==> config.mk <==
export PLATFORM = sky130hd
export DESIGN_NAME = mem_lsu
export DESIGN_NICKNAME = d
export VERILOG_FILES = /design/src/rtl/lsu_pkg.sv /design/src/rtl/lsu_align.sv /design/src/rtl/mem_lsu.sv
export SDC_FILE = /design/constraint.sdc
export NUM_CORES = 1
export LEC_CHECK = 0
export ABC_AREA = 1
export CORE_MARGIN = 3
export CORE_UTILIZATION = 45
export CTS_CLUSTER_SIZE = 30
export DETAILED_ROUTE_END_ITERATION = 10
export PLACE_DENSITY = 0.81
export SLEW_MARGIN = 20
export SYNTH_ARGS = -nofsm -noshare
export SYNTH_HDL_FRONTEND = slang
export SYNTH_HIERARCHICAL = 1
export SYNTH_SLANG_ARGS = --single-unit
==> constraint.sdc <==
create_clock -name clk -period 2.8 [get_ports clk]
set_clock_uncertainty 0.2 [all_clocks]
set_input_delay 0.7 -clock clk [delete_from_list [all_inputs] [get_ports clk]]
set_output_delay 0.7 -clock clk [all_outputs]
set_load 0.03 [all_outputs]
==> src/rtl/lsu_pkg.sv <==
// Shared definitions for the MEM-stage load/store unit: funct3 width codes, FSM states and
// timeout counter sizing.
package lsu_pkg;

  localparam logic [2:0] F3_B  = 3'b000;
  localparam logic [2:0] F3_H  = 3'b001;
  localparam logic [2:0] F3_W  = 3'b010;
  localparam logic [2:0] F3_BU = 3'b100;
  localparam logic [2:0] F3_HU = 3'b101;

  typedef enum logic [1:0] {
    StIdle = 2'b00,
    StWait = 2'b01,
    StResp = 2'b10
  } lsu_state_e;

  // Wide enough to hold the timeout value itself.
  function automatic int unsigned lsu_cnt_width(input int unsigned timeout);
    return $clog2(timeout + 1);
  endfunction

endpackage

==> src/rtl/lsu_align.sv <==
// Combinational lane logic: store strobe/data replication, load lane select with sign/zero
// extension, and misalignment detection. Unlisted funct3 encodings behave as a word access.
module lsu_align
  import lsu_pkg::*;
(
  input  logic [2:0]  funct3_i,
  input  logic [1:0]  off_i,
  input  logic [31:0] wdata_i,
  input  logic [31:0] rdata_i,
  output logic [3:0]  wstrb_o,
  output logic [31:0] wdata_o,
  output logic [31:0] ld_data_o,
  output logic        misalign_o
);

  logic [7:0]  ld_byte;
  logic [15:0] ld_half;
  logic        is_unsigned;

  assign is_unsigned = funct3_i[2];

  always_comb begin
    unique case (off_i)
      2'd0:    ld_byte = rdata_i[7:0];
      2'd1:    ld_byte = rdata_i[15:8];
      2'd2:    ld_byte = rdata_i[23:16];
      default: ld_byte = rdata_i[31:24];
    endcase
    ld_half = off_i[1] ? rdata_i[31:16] : rdata_i[15:0];
  end

  // Halfwords only look at off[1] and words ignore the offset, so the lane logic is already
  // forced to alignment; trapping (if any) is decided by the caller from misalign_o.
  always_comb begin
    wstrb_o    = 4'b1111;
    wdata_o    = wdata_i;
    ld_data_o  = rdata_i;
    misalign_o = 1'b0;
    unique case (funct3_i)
      F3_B, F3_BU: begin
        wstrb_o   = 4'b0001 << off_i;
        wdata_o   = {4{wdata_i[7:0]}};
        ld_data_o = {{24{~is_unsigned & ld_byte[7]}}, ld_byte};
      end
      F3_H, F3_HU: begin
        misalign_o = off_i[0];
        wstrb_o    = off_i[1] ? 4'b1100 : 4'b0011;
        wdata_o    = {2{wdata_i[15:0]}};
        ld_data_o  = {{16{~is_unsigned & ld_half[15]}}, ld_half};
      end
      default: begin
        misalign_o = (off_i != 2'b00);
      end
    endcase
  end

endmodule

==> src/rtl/mem_lsu.sv <==
// MEM-stage load/store unit: one req/ack bus transaction per load or store, with timeout.
// Define MEM_LSU_MISALIGN_TRAP_EN to complete misaligned accesses with misalign=1 and no bus access.
module mem_lsu
  import lsu_pkg::*;
#(
  parameter int unsigned XLEN        = 32,
  parameter int unsigned BUS_TIMEOUT = 255
) (
  input  logic            clk,
  input  logic            rst_n,
  input  logic            req_valid,
  input  logic            mem_read,
  input  logic            mem_write,
  input  logic [2:0]      funct3,
  input  logic [XLEN-1:0] addr,
  input  logic [XLEN-1:0] wdata,
  output logic            stall,
  output logic            ld_valid,
  output logic [XLEN-1:0] ld_data,
  output logic            bus_err,
  output logic            misalign,
  output logic            bus_req,
  output logic            bus_we,
  output logic [XLEN-1:0] bus_addr,
  output logic [3:0]      bus_wstrb,
  output logic [XLEN-1:0] bus_wdata,
  input  logic            bus_ack,
  input  logic [XLEN-1:0] bus_rdata
);

  localparam int unsigned      CntW    = lsu_cnt_width(BUS_TIMEOUT);
  localparam logic [CntW-1:0]  CntLast = CntW'(BUS_TIMEOUT - 1);
`ifdef MEM_LSU_MISALIGN_TRAP_EN
  localparam bit TrapEn = 1'b1;
`else
  localparam bit TrapEn = 1'b0;
`endif

  lsu_state_e      state_q, state_d;
  logic [CntW-1:0] cnt_q, cnt_d;
  logic [2:0]      f3_q, f3_d;
  logic [1:0]      off_q, off_d;
  logic            bus_req_q, bus_req_d;
  logic            bus_we_q, bus_we_d;
  logic [XLEN-1:0] bus_addr_q, bus_addr_d;
  logic [3:0]      bus_wstrb_q, bus_wstrb_d;
  logic [XLEN-1:0] bus_wdata_q, bus_wdata_d;
  logic            ld_valid_q, ld_valid_d;
  logic [XLEN-1:0] ld_data_q, ld_data_d;
  logic            bus_err_q, bus_err_d;
  logic            misalign_q, misalign_d;

  logic            start, trap;
  logic [2:0]      al_f3;
  logic [1:0]      al_off;
  logic [3:0]      al_wstrb;
  logic [XLEN-1:0] al_wdata, al_ld_data;
  logic            al_misalign;

  assign start = req_valid & (mem_read | mem_write);

  // Live request fields while idle (store formatting), captured ones while waiting (load extract).
  assign al_f3  = (state_q == StIdle) ? funct3 : f3_q;
  assign al_off = (state_q == StIdle) ? addr[1:0] : off_q;
  assign trap   = TrapEn & al_misalign;

  lsu_align u_align (
    .funct3_i   (al_f3),
    .off_i      (al_off),
    .wdata_i    (wdata),
    .rdata_i    (bus_rdata),
    .wstrb_o    (al_wstrb),
    .wdata_o    (al_wdata),
    .ld_data_o  (al_ld_data),
    .misalign_o (al_misalign)
  );

  always_comb begin
    state_d     = state_q;
    cnt_d       = cnt_q;
    f3_d        = f3_q;
    off_d       = off_q;
    bus_req_d   = bus_req_q;
    bus_we_d    = bus_we_q;
    bus_addr_d  = bus_addr_q;
    bus_wstrb_d = bus_wstrb_q;
    bus_wdata_d = bus_wdata_q;
    ld_valid_d  = 1'b0;
    ld_data_d   = '0;
    bus_err_d   = 1'b0;
    misalign_d  = 1'b0;
    stall       = 1'b0;
    unique case (state_q)
      StIdle: begin
        stall = start;
        if (start) begin
          f3_d  = funct3;
          off_d = addr[1:0];
          cnt_d = '0;
          if (trap) begin
            state_d    = StResp;
            ld_valid_d = 1'b1;
            misalign_d = 1'b1;
          end else begin
            state_d     = StWait;
            bus_req_d   = 1'b1;
            bus_we_d    = mem_write;
            bus_addr_d  = {addr[XLEN-1:2], 2'b00};
            bus_wstrb_d = mem_write ? al_wstrb : 4'b0000;
            bus_wdata_d = mem_write ? al_wdata : '0;
          end
        end
      end
      StWait: begin
        stall = 1'b1;
        cnt_d = cnt_q + 1'b1;
        if (bus_ack) begin
          state_d    = StResp;
          bus_req_d  = 1'b0;
          ld_valid_d = 1'b1;
          ld_data_d  = bus_we_q ? '0 : al_ld_data;
        end else if (cnt_q == CntLast) begin
          state_d    = StResp;
          bus_req_d  = 1'b0;
          ld_valid_d = 1'b1;
          bus_err_d  = 1'b1;
        end
      end
      StResp: begin
        state_d = StIdle;
      end
      default: begin
        state_d   = StIdle;
        bus_req_d = 1'b0;
      end
    endcase
  end

  always_ff @(posedge clk) begin
    if (!rst_n) begin
      state_q     <= StIdle;
      cnt_q       <= '0;
      f3_q        <= '0;
      off_q       <= '0;
      bus_req_q   <= 1'b0;
      bus_we_q    <= 1'b0;
      bus_addr_q  <= '0;
      bus_wstrb_q <= '0;
      bus_wdata_q <= '0;
      ld_valid_q  <= 1'b0;
      ld_data_q   <= '0;
      bus_err_q   <= 1'b0;
      misalign_q  <= 1'b0;
    end else begin
      state_q     <= state_d;
      cnt_q       <= cnt_d;
      f3_q        <= f3_d;
      off_q       <= off_d;
      bus_req_q   <= bus_req_d;
      bus_we_q    <= bus_we_d;
      bus_addr_q  <= bus_addr_d;
      bus_wstrb_q <= bus_wstrb_d;
      bus_wdata_q <= bus_wdata_d;
      ld_valid_q  <= ld_valid_d;
      ld_data_q   <= ld_data_d;
      bus_err_q   <= bus_err_d;
      misalign_q  <= misalign_d;
    end
  end

  assign bus_req   = bus_req_q;
  assign bus_we    = bus_we_q;
  assign bus_addr  = bus_addr_q;
  assign bus_wstrb = bus_wstrb_q;
  assign bus_wdata = bus_wdata_q;
  assign ld_valid  = ld_valid_q;
  assign ld_data   = ld_data_q;
  assign bus_err   = bus_err_q;
  assign misalign  = misalign_q;

endmodule

* Word level (Yosys, flattened, before mapping)
Cells that the tools add are included.
W data, S select, Z words.
** Cells by class
- Add/sub/neg operators :: 1
- Eq/ne operators :: 10
- Shift operators :: 1
- Muxes and demuxes :: 23
- Bitwise operators :: 9
- Reduce and logical (&&, ||, !) cells :: 13
** Operator list (count)
- $pmux W32 S2 :: 2
- $mux W32 :: 1
- $pmux W8 S3 :: 1
- $mux W16 :: 1
- $pmux W8 S2 :: 1
- $add A8 B1 Y8 const B :: 1
- $eq A8 B8 Y1 const B :: 1
- $mux W2 :: 4
- $mux W4 :: 2
- $mux W8 :: 1
- $pmux W4 S2 :: 1
- $reduce_and A2 Y1 :: 4
- $eq A3 B3 Y1 const B :: 2
- $mux W1 :: 5
- $not A1 Y1 :: 5
- $eq A2 B1 Y1 const B :: 2
- $eq A2 B2 Y1 const B :: 2
- $logic_not A2 Y1 :: 2
- $pmux W2 S2 :: 1
- $reduce_or A2 Y1 :: 2
- $reduce_or A4 Y1 :: 1
- $shl A1 B2 Y4 const A :: 1
- $and A1 B1 Y1 :: 3
- $eq A3 B1 Y1 const B :: 1
- 10 further kinds :: 10
** Storage, ports and cells
- Register bits after elaboration :: 117
- Input bits :: 105
- Output and inout bits :: 106
- Word-level logic and storage cells :: 69

* Logic depth before layout (Yosys ltp)
Gate-level depths: netlist of the first run.
- Word-level depth :: 6
- Mapped depth :: 13
- Gate-level depth less buffers :: 12

* Hierarchy
Netlist of the first run, hierarchy kept.
** By module, submodules not included
- mem_lsu :: instances 1, cells an instance 596, area each 4438.0 sq um, sequential area each 2342.2 sq um
- lsu_align :: instances 1, cells an instance 242, area each 1151.1 sq um, sequential area each 0.0 sq um

* Worst setup path before layout of the first run
No wires, ideal clock.
- Kind :: input to register
- Start :: input port funct3[1]
- End :: register bus_wdata_q[25] (netlist: bus_wdata[25])
- Setup time :: 0.070 ns
- Data arrival time :: 1.903 ns
- Data required time :: 2.530 ns
- Setup slack :: 0.627 ns
- Stages :: 12
- Path buffers :: 2
- Path through :: mux2_2 -> buf_2 -> clkinv_4 -> nand2_2 -> inv_2 -> buf_2 -> nand2_1 -> o211ai_1 -> nand2_1 -> inv_1 -> nand2_1 -> a21oi_1
** On the way
- Longest elaborated chain between the ends :: 5
- Elaborated cells between the ends (all ways) :: 9
- Classes of those cells :: eq/ne (3); mux (3); reduce/logical (3)
** RTL lines
- start: declaration :: RTL line mem_lsu.sv:14 : input logic [2:0] funct3,
- $mux W3 * :: RTL line mem_lsu.sv:63 : assign al_f3 = (state_q == StIdle) ? funct3 : f3_q;
- $eq A3 B1 Y1 (tied with other cells)
- $reduce_or A2 Y1 :: RTL line lsu_align.sv:39 : unique case (funct3_i)
- $pmux W32 S2 * :: RTL line lsu_align.sv:39
- named net al_wdata[25] :: RTL line mem_lsu.sv:57 : logic [XLEN-1:0] al_wdata, al_ld_data;
- $mux W32 * :: RTL line mem_lsu.sv:110 : bus_wdata_d = mem_write ? al_wdata : '0;
- end signal: assignment :: RTL line mem_lsu.sv:163 : bus_wdata_q <= bus_wdata_d;
- end: declaration :: RTL line mem_lsu.sv:47 : logic [XLEN-1:0] bus_wdata_q, bus_wdata_d;
The timed path passes the listed nets; every way through them passes the cells marked *.
A chain may end at the register's enable or synchronous reset.

* Worst setup path in the final report of the first run
- Start :: input port mem_write
- End :: output port stall
** On the way
- Longest elaborated chain between the ends :: 3
** RTL lines
- start: declaration :: RTL line mem_lsu.sv:13 : input logic mem_write,
- $or A1 B1 Y1 :: RTL line mem_lsu.sv:60 : assign start = req_valid & (mem_read | mem_write);
- $and A1 B1 Y1 :: RTL line mem_lsu.sv:60
- $pmux W1 S2 :: RTL line mem_lsu.sv:93 : unique case (state_q)
- end: declaration :: RTL line mem_lsu.sv:17 : output logic stall,
No other way between the ends.

==> results by group, run 1 <==
Setup path
  • Critical path peak fanout: 3
  • Reg2reg start: state_q[1]
  • Crit-path slowest cell: clkdlybuf4s50_1
  • CP Data Arrival Time: 1780 ps
  • Worst reg2reg path depth: 8
  • Crit path launch type: input pin
  • Crit-path cells: clkdlybuf4s50_1 > inv_1 > nand2_1 > nand2_1 > nand2_1 > buf_4
  • Crit Reg-Reg Endpoint: ld_data[24]
  • WP data required: 1900 ps
  • Reg-to-reg slack, setup: 420 ps
  • Worst Setup SP: mem_write
  • Setup Crit Path Kind: in2out
  • Max incr delay on CP: 490 ps
  • Most used cell, CP: nand2_1
  • Worst setup EP type: output pin

Placed design
  • GPL Wtd Cong: 0.895
  • Port Buf Inserts: 207
  • Post-DP HPWL: 11.8 mm
  • # placed instances: 1,177
  • Dpl cell area: 7700 um2

Hold path
  • WHS Endpoint: bus_addr[10]
  • Worst Hold Class: reg2reg
  • Hold depth: 2
  • Min-Delay Startpoint: bus_addr[10]

STA
  • Minimum clock period: 2680 ps
  • Setup TNS: 0 ps
  • Max Freq: 373 MHz
  • Fin. Hold Viols: 0
  • Final period util: 95.8%
  • Final slew viol count: 0
  • Final setup viols: 0
  • RSZ-0062 raised after global routing: no

CTS
  • Longest Clk Path Bufs: 2
  • Clk_lat worst skew: 400 ps
  • Clk root buf: clkbuf_16
  • CTS sink cnt: 117
  • Cts hold-fix bufs: 0
  • Inserted Clock Buffers: 17
  • Post-CTS setup buffers: 0
  • Worst-path clk slew: 50 ps
  • TritonCTS clock tree: done
  • CTS resizes: 0
  • H-tree levels: 4

Logic synthesis
  • Post-synthesis cell area: 5580 um2
  • Mapped Cells: 837
  • Syn_area_per_cell: 6.67 um2
  • Yosys warns: 6

GRT
  • Initial antenna violation count: 0
  • Total grt overflow: 0
  • GRT Util Overall: 23.7%
  • Number of global-route vias before repair: 5,403
  • First-pass GRT wire length: 26.9 mm
  • Largest net degree at the start of global routing: 75

Die
  • Core Area: 12,100 um2
  • Starting density of the core: 46.3%
  • Die height: 117 um
  • I/O pin count: 211
  • Die width: 117 um
  • DIE AREA: 13,800 um2
  • FP Rows: 40

Route
  • Routed Antenna Nets: 0
  • First DRT Iteration DRCs: 477
  • Wire length per cell: 13.8 um
  • Total number of vias: 5,797
  • Drt pass-1 iters: 6
  • DRC: 0
  • Routed WL: 16.6 mm
  • Vias per cell: 4.79

Cells and area
  • Area of the multi-input gates: 2470 um2
  • Final net count: 1,135
  • Final Core Density: 69.1%
  • N_diodes: 0
  • # fillers: 997
  • Non-Filler Instances: 1,209
  • Sequential cell area: 2340 um2
  • Share of layout cells above drive strength 1: 7.40%
  • Synth-to-Final Area Change: 49.4%
  • Final Instance Area: 8340 um2

Status
  • Status: complete, no violations

Power and ir drop
  • Static Leakage: 3.73 nW
  • Tot Pwr: 5.09 mW
  • VDD IR max: 0.000355 V
  • Pwr/cell area: 610 nW/um2

Flow run
  • Max capacitance violation total: 0
==> where the power goes <==
group	internal (mW)	switching, mW
Clock	1.52	0.812
Combinational	0.418	0.565
Sequential	1.73	0.0334
==> cell usage in the layout (no fill, tap or decap), drive strengths merged <==
cell type and n:
nor3 1, ha 2, nor2 54, mux2 5, a21boi 1, clkinvlp 2, o22ai 1, o21bai 1
clkinv 6, bufinv 4, or2 1, clkbuf 18, dfxtp 117, nand3 58, nand4 4, buf 20
conb 3, a21oi 80, o21ai 14, o211ai 9, nand2 322, clkdlybuf4s50 206, inv 112
==> area by class of cell <==
class | instances | share of cell area [%]
clock buffer | 18 | 5.27
clock inverter | 14 | 2.37
tap | 168 | 2.52
inverter | 110 | 5.03
multi-input combinational | 556 | 29.6
timing repair buffer | 226 | 27.1
sequential | 117 | 28.1
==> worst max path at each step <==
stage	endpoint	slack (ps)	cells after the start
2_1_floorplan	bus_wdata[25]	630	12
3_3_place_gp	ld_data[27]	50	8
3_5_place_dp	ld_data[30]	4	8
4_1_cts	stall	110	6
5_1_grt	stall	20	6
6_report	stall	120	6
==> sequential cells by signal, summed over array words and instances, names as in the netlist, 2 cells and up <==
name / flops
bus_wdata: 32
f3_q: 3
bus_wstrb: 4
cnt_q: 8
ld_data: 32
bus_addr: 30
state_q: 2
off_q: 2
==> critical path, delay by kind of cell <==
kind,cells,cell delay [ps]
buffers and inverters,3,710
and+or+nand+nor,3,380
==> routing by layer <==
metal / share of wire [%] / up-vias / track usage, %
met2: 46 / 261 / 38.1
met1: 43 / 2558 / 30.1
met4: 1.9 / 0 / 8.50
li1: - / 2947 / -
met5: 0 / - / 0
met3: 9.2 / 31 / 7.38
==> metrics by stage <==
stage	hold slack, ps	setup slack (ps)
2_1_floorplan	242	627
3_3_place_gp	251	48.1
3_5_place_dp	255	4.49
4_1_cts	264	111
5_1_grt	282	20.0
6_report	261	119
No activity file was read; power rests on OpenSTA's default activity.
==> run 2: changes to the inputs <==
--- a/config.mk
+++ b/config.mk
@@ -11,7 +11,6 @@
 export CTS_CLUSTER_SIZE = 30
 export DETAILED_ROUTE_END_ITERATION = 10
 export PLACE_DENSITY = 0.81
-export SLEW_MARGIN = 20
 export SYNTH_ARGS = -nofsm -noshare
 export SYNTH_HDL_FRONTEND = slang
 export SYNTH_HIERARCHICAL = 1
==> results of run 2 <==
The final DEF is identical to that of run 1; final timing and power are the same.
